File: config.mk
export PLATFORM = sky130hd
export DESIGN_NAME = quad_measure_ctrl
export DESIGN_NICKNAME = d
export VERILOG_FILES = /design/src/rtl/quad_measure_ctrl_pkg.sv /design/src/rtl/quad_down_timer.sv /design/src/rtl/quad_measure_ctrl.sv
export SDC_FILE = /design/constraint.sdc
export NUM_CORES = 1
export LEC_CHECK = 0
export ABC_CLOCK_PERIOD_IN_PS = 4100
export CORE_MARGIN = 2
export CORE_UTILIZATION = 40
export DETAILED_ROUTE_END_ITERATION = 16
export GPL_ROUTABILITY_DRIVEN = 0
export MAX_ROUTING_LAYER = met4
export PLACE_DENSITY = 0.71
export SYNTH_ARGS = -nofsm -noshare
export SYNTH_HDL_FRONTEND = slang
export SYNTH_HIERARCHICAL = 1
export SYNTH_SLANG_ARGS = --single-unit
File: constraint.sdc
create_clock -name clk -period 4.1 [get_ports clk]
set_clock_uncertainty 0.2 [all_clocks]
set_input_delay 0.82 -clock clk [delete_from_list [all_inputs] [get_ports clk]]
set_output_delay 0.82 -clock clk [all_outputs]
set_load 0.01 [all_outputs]
File: src/rtl/quad_measure_ctrl_pkg.sv
// Shared types for the quadrature-oscillator measurement sequencer.
//   quad_state_e  : sequencer state encoding
//   MODE_*        : measurement mode encodings sampled with start
//   quad_result_t : captured result payload {count, cycles, timeout}
package quad_pkg;

  localparam int unsigned RES_COUNT_W  = 32;
  localparam int unsigned RES_CYCLES_W = 16;

  typedef enum logic [2:0] {
    ST_IDLE   = 3'd0,
    ST_CLEAR  = 3'd1,
    ST_GATE   = 3'd2,
    ST_SETTLE = 3'd3,
    ST_HOLD   = 3'd4
  } quad_state_e;

  localparam logic MODE_WINDOW = 1'b0;
  localparam logic MODE_STOP   = 1'b1;

  typedef struct packed {
    logic [RES_COUNT_W-1:0]  count;
    logic [RES_CYCLES_W-1:0] cycles;
    logic                    timeout;
  } quad_result_t;

endpackage

File: src/rtl/quad_down_timer.sv
// Loadable down-counter used for fixed dwell intervals.
//   load/load_val : load the counter (load wins over counting)
//   done          : registered flag, high while the count is zero
// Loading N holds done low for N cycles, so a dwell of D cycles loads D-1.
module quad_down_timer #(
  parameter int unsigned W = 16
) (
  input  logic         clk,
  input  logic         rst_n,
  input  logic         load,
  input  logic [W-1:0] load_val,
  output logic         done
);

  logic [W-1:0] count_q, count_d;
  logic         done_q, done_d;

  // Saturating decrement; done is precomputed from the next count.
  always_comb begin
    count_d = count_q;
    if (load) begin
      count_d = load_val;
    end else if (count_q != '0) begin
      count_d = count_q - W'(1);
    end
    done_d = (count_d == '0);
  end

  always_ff @(posedge clk or negedge rst_n) begin
    if (!rst_n) begin
      count_q <= '0;
      done_q  <= 1'b0;
    end else begin
      count_q <= count_d;
      done_q  <= done_d;
    end
  end

  assign done = done_q;

endmodule

File: src/rtl/quad_measure_ctrl.sv
// Sequencer for the quadrature-oscillator TDC counter: clear, gate, settle,
// capture, then present the result on a valid/ready port.
//   start/mode/window_len : measurement request (mode and length sampled with start)
//   stop                  : terminating event in stop mode
//   abort                 : cancel any measurement
//   osc_enable/osc_reset  : drive the oscillator counter
//   osc_count             : counter value captured at the end of settle
//   result_*              : captured count, gate length, timeout flag, handshake
//   busy                  : high in every state except idle
module quad_measure_ctrl
  import quad_pkg::*;
#(
  parameter int unsigned BIT_COUNT     = 32,
  parameter int unsigned WIN_W         = 16,
  parameter int unsigned CLEAR_CYCLES  = 4,
  parameter int unsigned SETTLE_CYCLES = 8
) (
  input  logic                 clk,
  input  logic                 reset_n,
  input  logic                 start,
  input  logic                 mode,
  input  logic [WIN_W-1:0]     window_len,
  input  logic                 stop,
  input  logic                 abort,
  output logic                 osc_enable,
  output logic                 osc_reset,
  input  logic [BIT_COUNT-1:0] osc_count,
  input  logic                 osc_has_value,
  output logic [BIT_COUNT-1:0] result_count,
  output logic [WIN_W-1:0]     result_cycles,
  output logic                 result_timeout,
  output logic                 result_valid,
  input  logic                 result_ready,
  output logic                 busy
);

  quad_state_e  state_q, state_d;
  logic         mode_q, mode_d;
  logic [WIN_W-1:0] win_q, win_d;
  logic [WIN_W-1:0] gate_cnt_q, gate_cnt_d;
  logic         timeout_q, timeout_d;
  quad_result_t result_q, result_d;
  logic         osc_enable_q, osc_reset_q, result_valid_q, busy_q;

  logic             tmr_load_c;
  logic [WIN_W-1:0] tmr_val_c;
  logic             tmr_done;
  logic [WIN_W-1:0] gate_next_c;
  logic             abort_c;
  logic             gate_exit_c;

  // The end-of-window flag is informational only; capture happens regardless.
  logic unused_has_value;
  assign unused_has_value = osc_has_value;

  quad_down_timer #(.W(WIN_W)) u_dwell (
    .clk      (clk),
    .rst_n    (reset_n),
    .load     (tmr_load_c),
    .load_val (tmr_val_c),
    .done     (tmr_done)
  );

  // Next-state, datapath updates and dwell-timer control.
  always_comb begin
    state_d     = state_q;
    mode_d      = mode_q;
    win_d       = win_q;
    gate_cnt_d  = gate_cnt_q;
    timeout_d   = timeout_q;
    result_d    = result_q;
    tmr_load_c  = 1'b0;
    tmr_val_c   = '0;
    gate_exit_c = 1'b0;
    gate_next_c = gate_cnt_q + WIN_W'(1);
    abort_c     = abort && (state_q != ST_IDLE);

    case (state_q)
      ST_IDLE: begin
        if (start) begin
          mode_d     = mode;
          win_d      = (window_len == '0) ? WIN_W'(1) : window_len;
          tmr_load_c = 1'b1;
          tmr_val_c  = WIN_W'(CLEAR_CYCLES - 1);
          state_d    = ST_CLEAR;
        end
      end
      ST_CLEAR: begin
        if (tmr_done) begin
          gate_cnt_d = '0;
          timeout_d  = 1'b0;
          state_d    = ST_GATE;
        end
      end
      ST_GATE: begin
        gate_cnt_d = gate_next_c;
        // stop beats a coincident timeout boundary
        if ((mode_q == MODE_STOP) && stop) begin
          gate_exit_c = 1'b1;
          timeout_d   = 1'b0;
        end else if (gate_next_c == win_q) begin
          gate_exit_c = 1'b1;
          timeout_d   = (mode_q == MODE_STOP);
        end
        if (gate_exit_c) begin
          tmr_load_c = 1'b1;
          tmr_val_c  = WIN_W'(SETTLE_CYCLES - 1);
          state_d    = ST_SETTLE;
        end
      end
      ST_SETTLE: begin
        if (tmr_done && !abort_c) begin
          result_d.count   = RES_COUNT_W'(osc_count);
          result_d.cycles  = RES_CYCLES_W'(gate_cnt_q);
          result_d.timeout = timeout_q;
          state_d          = ST_HOLD;
        end
      end
      ST_HOLD: begin
        if (result_ready) begin
          state_d = ST_IDLE;
        end
      end
      default: state_d = ST_IDLE;
    endcase

    if (abort_c) begin
      state_d = ST_IDLE;
    end
  end

  // Outputs are registered from the next state so they track state transitions.
  always_ff @(posedge clk or negedge reset_n) begin
    if (!reset_n) begin
      state_q        <= ST_IDLE;
      mode_q         <= MODE_WINDOW;
      win_q          <= '0;
      gate_cnt_q     <= '0;
      timeout_q      <= 1'b0;
      result_q       <= '0;
      osc_enable_q   <= 1'b0;
      osc_reset_q    <= 1'b0;
      result_valid_q <= 1'b0;
      busy_q         <= 1'b0;
    end else begin
      state_q        <= state_d;
      mode_q         <= mode_d;
      win_q          <= win_d;
      gate_cnt_q     <= gate_cnt_d;
      timeout_q      <= timeout_d;
      result_q       <= result_d;
      osc_enable_q   <= (state_d == ST_GATE);
      osc_reset_q    <= (state_d == ST_CLEAR);
      result_valid_q <= (state_d == ST_HOLD);
      busy_q         <= (state_d != ST_IDLE);
    end
  end

  assign osc_enable     = osc_enable_q;
  assign osc_reset      = osc_reset_q;
  assign result_valid   = result_valid_q;
  assign busy           = busy_q;
  assign result_count   = BIT_COUNT'(result_q.count);
  assign result_cycles  = WIN_W'(result_q.cycles);
  assign result_timeout = result_q.timeout;

endmodule

* Word level (Yosys, flattened, before mapping)
Cells that the tools add are included.
Word-level totals: bits in registers 107, bits of input ports 56, output and inout bits 53
Operators by class: reductions and logical operators 15, equality and inequality tests 10, mux-type cells 25, add/subtract/negate cells 2
Operators by type and width (number):
- $mux W16 | 4
- $logic_not A16 Y1 | 2
- $pmux W16 S2 | 1
- $mux W3 | 7
- $add A16 B1 Y16 const B | 1
- $eq A16 B16 Y1 | 1
- $reduce_bool A16 Y1 | 1
- $sub A16 B1 Y16 const B | 1
- $pmux W3 S5 | 1
- $eq A3 B2 Y1 const B | 3
- $mux W1 | 8
- $eq A3 B1 Y1 const B | 2
- $eq A3 B3 Y1 const B | 2
- $pmux W3 S2 | 1
- $reduce_and A2 Y1 | 3
- $reduce_bool A3 Y1 | 2
- $pmux W1 S2 | 2
- $logic_and A1 B1 Y1 | 3
- $logic_not A3 Y1 | 1
- $ne A3 B3 Y1 const B | 1
- $reduce_and A3 Y1 | 1
- $mux W2 | 1
- $ne A2 B1 Y1 const B | 1
- $reduce_bool A2 Y1 | 1
- $logic_not A1 Y1 | 1

* Depth between registers and ports, before layout
Gate-level depths: netlist of the first run.
depth in word-level cells 9, depth in mapped cells 16

* By module
Netlist of the first run, hierarchy kept.
By module, submodules not included:
- quad_measure_ctrl | sequential area each 2252.2 um^2, instances 1, area each 4219.0 um^2, cells each 361
- quad_down_timer | sequential area each 425.4 um^2, instances 1, area each 1093.5 um^2, cells each 120

* Worst setup path after synthesis of the first run
Ideal clock, no wire load.
path kind reg-to-reg, from register gate_cnt_q[0], to register u_dwell.done_q (netlist: u_dwell/done), path buffers 2, period minus slack after synthesis 3713 ps, path slack 387 ps, cell stages (with the launch flop) 16, data required time 3832 ps, data arrival time 3446 ps, path through dfrtp_1 -> ha_1 -> and4_1 -> clkbuf_1 -> and3_1 -> o2bb2ai_1 -> a2111oi_0 -> and4b_4 -> a21oi_1 -> o21bai_1 -> buf_2 -> inv_1 -> o21a_1 -> or3_1 -> nor4_2 -> and4_1
Between the ends: cells in the longest elaborated chain, start to end 9
Ends and longest elaborated chain:
- start, declared | line quad_measure_ctrl.sv:40 | logic [WIN_W-1:0] gate_cnt_q, gate_cnt_d;
- start signal, assigned | line quad_measure_ctrl.sv:149 | gate_cnt_q <= gate_cnt_d;
- $add A16 B1 Y16 | line quad_measure_ctrl.sv:75 | gate_next_c = gate_cnt_q + WIN_W'(1);
- $eq A16 B16 Y1 | line quad_measure_ctrl.sv:101 | end else if (gate_next_c == win_q) begin
- $mux W1 | line quad_measure_ctrl.sv:101
- $mux W1 | line quad_measure_ctrl.sv:98 | if ((mode_q == MODE_STOP) && stop) begin
- $mux W1 | line quad_measure_ctrl.sv:78 | case (state_q)
- $mux W1 | line quad_measure_ctrl.sv:105 | if (gate_exit_c) begin
- $pmux W1 S2 | line quad_measure_ctrl.sv:78
- via tmr_load_c | line quad_measure_ctrl.sv:45 | logic tmr_load_c;
- $mux W16 | line quad_down_timer.sv:21 | if (load) begin
- via u_dwell.count_d[6] | line quad_down_timer.sv:15 | logic [W-1:0] count_q, count_d;
- $logic_not A16 Y1 | line quad_down_timer.sv:26 | done_d = (count_d == '0);
- via u_dwell.done_d | line quad_down_timer.sv:16 | logic done_q, done_d;
- end signal, assigned | line quad_down_timer.sv:35 | done_q <= done_d;
- end, declared | line quad_down_timer.sv:16
The timed path passes the listed nets, and every way through them passes these cells. The select of a mux whose other input is x is not followed. A chain may end at the register's enable or synchronous reset.

* Worst setup path in the final report of the first run
from register gate_cnt_q[1], to register u_dwell.done_q (netlist: u_dwell/done)
Same word-level chain as after synthesis.

==> out/summary.txt, run 1 <==
most used cell, CP - buf_4
post-route minimum period - 3.83 ns
cell-internal power - 1920 µW
Comb power frac - 0.218
WP data arrival - 3.92 ns
antenna viol nets, final - 0
Yosys reg bits - 107
TritonCTS clock tree - built
final non-filler cell total - 779
number of I/O port buffers - 107
initial antenna violation count - 0
Total GRT Usage - 0.182
vias in the first global route - 4199
Place WS - 0.221 ns
crit path launch type - register
Synth-to-Final Area Change - 30.6%
fin. max-slew vios - 0
routed vias - 4090
nets@finish - 657
P_sw - 800 µW
Hold Fails Final Rpt - 0
cell count after synthesis - 481
commonest non-fill, non-tap cell in the layout - dfrtp_1
via-per-instance ratio - 5.25
Final period util - 0.933
initial drt markers - 205
switching share of total power - 0.294
Final WS setup - 0.274 ns
layout cell share with drive strength beyond 1 - 0.201
Leakage - 0.00291 µW
post-synth cell types - 68
Avg WL per Cell - 15.7 µm
Syn Area/Cell - 11.0 µm²
outcome - complete, no violations
sequential cell area fraction in the yosys report - 0.504
first-pass GRT wire length - 20100 µm
Die X - 119 µm
Rows - 42
Fin Setup TNS - 0 ns
Reg clk slew, reported paths - 0.07 ns
maximum clock insertion buffer count - 2
crit path capture type - register
Post-Syn Area - 5310 µm²
worst slew pin tran - 0.848 ns
GR Overflow Total - 0
clock share of power - 0.296
sequential power share - 0.486
CTS sink cnt - 107
Post-synth EDFFs - 0
drt first pass iters - 4
largest net degree at the start of global routing - 64
H-tree levels - 3
largest fanout on the critical path - 27
Primary FF master, synth - dfrtp_1
DRC errors left - 0
worst min path class - reg2reg
# diodes - 0
Final Util - 0.530
worst path bufs/invs - 2
most frequent cells in the layout - dfrtp_1 (107), clkdlybuf4s50_1 (106), mux2_2 (63)
Die Footprint - 14200 µm²
CTS buffer count - 9
Initial Utilization - 0.406
Max stage delay on crit path - 0.44 ns
Peak Freq - 0.261 GHz
Clock Latency Late Sink - 0.35 ns
Max Cap Viol - 0
Post-DP HPWL - 8940 µm
core area - 13100 µm²
maximum vdd drop - 167 µV
chain of cells forming the critical path - ha_1 -> nand3_1 -> a311oi_2 -> o2111ai_1 -> a2111oi_2 -> and4b_4 -> a21oi_1 -> o21bai_1 -> buf_4 -> buf_4 -> o21ai_0 -> nor4_2 -> and4_1
CP delay by family, top - compound AO/OA/AOI/OAI gates
final WL - 12200 µm
Crit-path slowest cell - dfrtp_1
PD cells - 392 nW/µm²
Rel. slew slack - 0.433
Final setup viols - 0
Setup Crit Path Kind - reg2reg
FILL cells - 1144
total placed cells including tap cells - 762
Warnings, synthesis - 6
I/O pins - 109
RSZ-0062 raised after global routing - false
Die Height - 119 µm
asr flop ratio synth - 1.00
Req. time, crit path - 4.19 ns
Root Buffer - clkbuf_16
Yosys cell counts, types with 3 or more instances:
cell,number,area (µm²)
nand4_1,8,50.1
buf_2,4,20.0
o31ai_1,10,75.1
buf_1,3,11.3
or3_1,6,37.5
ha_1,3,37.5
mux2_2,63,709
nor2_1,25,93.8
a21oi_1,15,75.1
and2_1,7,43.8
and3_1,3,18.8
o21ai_0,37,185
and4_1,3,26.3
nand2_1,37,139
clkbuf_1,16,60.1
nor4_1,10,62.6
a31oi_1,3,18.8
or4_1,3,22.5
xor2_1,13,114
xnor2_1,18,158
nand3_1,11,55.1
nor3_1,13,65.1
inv_1,7,26.3
dfrtp_1,107,2680
power groups by stage:
stage	Sequential, µW	Clock, µW	Combinational [µW]
finish	1320	804	593
global route	1340	868	655
CTS	1320	830	584
detailed placement	1340	0	580
global placement	1330	0	559
floorplan	1310	0	364
cell type report:
type,instances,area [µm²],area share
Timing Repair Buffer,121,1170,0.169
Multi-Input combinational cell,351,2560,0.370
Inverter,8,30.0,0.00433
Clock buffer,12,246,0.0355
Tap cell,176,220,0.0317
Clock inverter,4,26.3,0.00379
Sequential cell,107,2680,0.386
metal layers:
| layer | GRT usage | up-vias | share of wire |
|---|---|---|---|
| met5 | - | - | 0 |
| met4 | 0.0729 | 0 | 0.025 |
| met3 | 0.0412 | 26 | 0.047 |
| met2 | 0.302 | 103 | 0.51 |
| met1 | 0.215 | 2010 | 0.42 |
| li1 | - | 1951 | - |
worst paths after layout:
| check | endpoint | start | slack, ns | depth (start not counted) |
|---|---|---|---|---|
| max | u_dwell/done$_DFF_PN0_ | gate_cnt_q[1]$_DFFE_PN0P_ | 0.27 | 13 |
| min | result_cycles[12]$_DFFE_PN0P_ | result_cycles[12]$_DFFE_PN0P_ | 0.31 | 1 |
| max reg2reg | u_dwell/done$_DFF_PN0_ | gate_cnt_q[1]$_DFFE_PN0P_ | 0.27 | 13 |
| min reg2reg | result_cycles[12]$_DFFE_PN0P_ | result_cycles[12]$_DFFE_PN0P_ | 0.31 | 1 |
| max in group asynchronous | u_dwell/count_q[12]$_DFF_PN0_ | reset_n | 2.51 | 2 |
| min in group asynchronous | result_cycles[9]$_DFFE_PN0P_ | reset_n | 0.36 | 1 |
logic make-up after synthesis:
family	synth area share
AND/OR/NAND/NOR	0.160
flip-flops	0.504
AO/OA/AOI/OAI	0.106
multiplexers	0.137
buffers and inverters	0.0299
XOR/XNOR	0.0553
adder cells (fa/ha/maj)	0.00707
other	0.000706
sequential cells by signal, indices dropped and copies added, names as in the netlist, 3 cells and up:
signal	cells
result_count	32
state_q	3
win_q	16
gate_cnt_q	16
result_cycles	16
u_dwell/count_q	16
worst register-to-register path: stages (launching register included):
cell and delay (ns):
dfrtp_1 0.44, ha_1 0.30, nand3_1 0.21, a311oi_2 0.32
o2111ai_1 0.17, a2111oi_2 0.36, and4b_4 0.33, a21oi_1 0.08
o21bai_1 0.14, buf_4 0.17, buf_4 0.27, o21ai_0 0.20
nor4_2 0.35, and4_1 0.24
what timing repair did:
action                                  CTS  global route
setup buffers                             0             1
endpoints found under the setup margin    0             1
hold buffers                              0             0
gates resized for setup                   0             6
metrics by stage:
stage	hold slack (ns)	instance area, µm²	power [µW]
after floorplan	0.281	5360	1680
after global placement	0.287	6630	1890
after detailed placement	0.294	6630	1920
after CTS	0.309	6900	2730
after global routing	0.319	6940	2860
final	0.305	6940	2720
Note: power is estimated with default switching activity, not from simulation.
==> run 2: changes to the inputs <==
Settings changed: PLACE_DENSITY 0.71 to unset.
==> run 2 against run 1 <==
Net effect:
- setup slack lost 0.020 ns
- largest cell class unchanged
- fmax shrank 0.52%
- clock power grew 15%
- critical path depth grew 1
- clock-buffer cell count shrank 2
- sequential share of layout area shrank 0.24 points
- global-route usage grew 0.36 points
- sequential power is essentially flat
- wire length shrank 0.25%
- largest power group unchanged
- hold slack lost 0.029 ns
==> out/summary.txt, run 2 (synthesis results as in run 1) <==
worst r2r src - gate_cnt_q[4]$_DFFE_PN0P_
drt first pass iters - 4 (unchanged)
final WL - 12200 µm (-0.25%)
fin. max-slew vios - 0 (unchanged)
TritonCTS clock tree - built
GR Overflow Total - 0 (unchanged)
worst slew pin tran - 0.913 ns (+0.0646 ns)
H-tree levels - 3 (unchanged)
post-route minimum period - 3.85 ns (+0.0202 ns)
Synth-to-Final Area Change - 31.4%
Reg clk slew, reported paths - 0.07 ns (about the same)
RSZ-0062 raised after global routing - false
first-pass GRT wire length - 20200 µm (+0.58%)
Area after DPL - 6650 µm² (+0.30%)
layout cell share with drive strength beyond 1 - 0.199 (-0.00166)
Root Buffer - clkbuf_16
WP data arrival - 3.94 ns (+0.02 ns)
maximum clock insertion buffer count - 2 (unchanged)
Initial Utilization - 0.406 (unchanged)
maximum vdd drop - 267 µV (+60%)
Final Util - 0.534 (+0.00335)
CTS sink cnt - 107 (unchanged)
r2r setup slk - 0.25 ns (-0.02 ns)
initial antenna violation count - 0 (unchanged)
final non-filler cell total - 779 (unchanged)
FILL cells - 1143 (-0.087%)
Worst Reg-to-Reg Cells - 14 (+1)
Final period util - 0.938 (+0.00492)
r2r endpoint - u_dwell/done$_DFF_PN0_
Setup Crit Path Kind - reg2reg
crit path launch - gate_cnt_q[4]$_DFFE_PN0P_
Req. time, crit path - 4.19 ns (about the same)
Max Cap Viol - 0 (unchanged)
post-CTS setup buffer count - 0 (unchanged)
Total GRT Usage - 0.185 (+0.00358)
Final setup viols - 0 (unchanged)
Reg area - 2680 µm² (unchanged)
DRC errors left - 0 (unchanged)
routed vias - 4061 (-0.71%)
Avg WL per Cell - 15.6 µm (-0.25%)
commonest non-fill, non-tap cell in the layout - dfrtp_1
Leakage - 0.00292 µW (+0.57%)
Peak Freq - 0.260 GHz (-0.52%)
CTS buffer count - 9 (unchanged)
Rel. slew slack - 0.389 (-0.0433)
Die Height - 119 µm (unchanged)
Post-DP HPWL - 8960 µm (+0.26%)
max reg flops - 32 (unchanged)
Crit-path slowest cell - dfrtp_1
PD cells - 405 nW/µm² (+3.2%)
number of I/O port buffers - 107 (unchanged)
most used cell, CP - a21oi_1
Fin Setup TNS - 0 ns (unchanged)
Die Footprint - 14200 µm² (unchanged)
worst min path class - in2async
total placed cells including tap cells - 763 (+0.13%)
final instance area - 6980 µm² (+0.63%)
core area - 13100 µm² (unchanged)
# diodes - 0 (unchanged)
initial drt markers - 209 (+2.0%)
antenna viol nets, final - 0 (unchanged)
crit path launch type - register
outcome - complete, no violations
vias in the first global route - 4056 (-3.4%)
largest fanout on the critical path - 11 (-59%)
crit path capture type - register
most frequent cells in the layout - dfrtp_1 (107), clkdlybuf4s50_1 (106), mux2_2 (63)
Multi-input gate area - 2550 µm² (-0.54%)
Hold Fails Final Rpt - 0 (unchanged)
Hold Buf Count CTS - 0 (unchanged)
Clock Latency Late Sink - 0.36 ns (about the same)
via-per-instance ratio - 5.21 (-0.71%)
I/O pins - 109 (unchanged)
Max stage delay on crit path - 0.57 ns (+0.13 ns)
largest net degree at the start of global routing - 48 (-25%)
Rows - 42 (unchanged)
chain of cells forming the critical path - nand4_1 -> or4_1 -> a32o_1 -> a21oi_1 -> and4b_4 -> a21oi_1 -> o21bai_1 -> buf_4 -> inv_1 -> o211ai_1 -> o21a_1 -> or3_1 -> nor4_2 -> and4_1
Die X - 119 µm (unchanged)
nets@finish - 657 (unchanged)
==> run 2: worst max-delay path by stage <==
stage,end,depth (start not counted)
after floorplan,u_dwell/done$_DFF_PN0_,15
after global placement,u_dwell/done$_DFF_PN0_,13
after detailed placement,u_dwell/done$_DFF_PN0_,13
after CTS,u_dwell/done$_DFF_PN0_,13
after global routing,u_dwell/done$_DFF_PN0_,13
final,u_dwell/done$_DFF_PN0_,14
==> run 2: stage by stage <==
stage	total power (µW)	hold slack (ns)	worst slack (ns)
final	2830	0.276	0.254
after global routing	2980	0.321	0.00634
after CTS	2860	0.302	0.0932
after detailed placement	1920	0.294	0.104
after global placement	1900	0.288	0.208
after floorplan	1680	0.281	0.387
==> run 2: worst max-delay path, delay by kind of cell (launching register included) <==
family,cells,cell delay (ns)
AO/OA/AOI/OAI,6,0.89
buffers and inverters,2,0.30
flip-flops,1,0.57
AND/OR/NAND/NOR,6,1.82
==> run 2: final cells by class <==
type	count	share of cell area
Sequential cell	107	0.384
Inverter	8	0.00430
Multi-Input combinational cell	351	0.365
Clock buffer	10	0.0328
Clock inverter	6	0.0127
Tap cell	176	0.0315
Timing Repair Buffer	121	0.170
==> run 2: report_power, final <==
part | leakage [µW] | total (µW) | internal (µW) | switching [µW]
combinational | 0.00139 | 580 | 307 | 273
sequential | 0.00138 | 1320 | 1180 | 140
clock | 0.000149 | 925 | 536 | 389
total | 0.00292 | 2830 | 2020 | 802
==> run 2: what timing repair did <==
action / 4_1_cts / 5_1_grt
setup endpoints to repair: 0 / 1
endpoints found under the hold margin: 0 / 0
resized for setup: 0 / 4
==> run 2: routing by layer <==
layer	global-route usage	routed length [µm]	vias up
li1	-	-	1962
met4	0.0632	228	0
met1	0.229	5360	1990
met3	0.0493	591	14
met2	0.297	6000	95
met5	-	0	-
==> run 3: changes to the inputs <==
Settings changed: ABC_CLOCK_PERIOD_IN_PS 4100 to unset.
==> results of run 3 <==
The final DEF is identical to that of run 2; final timing and power are the same.
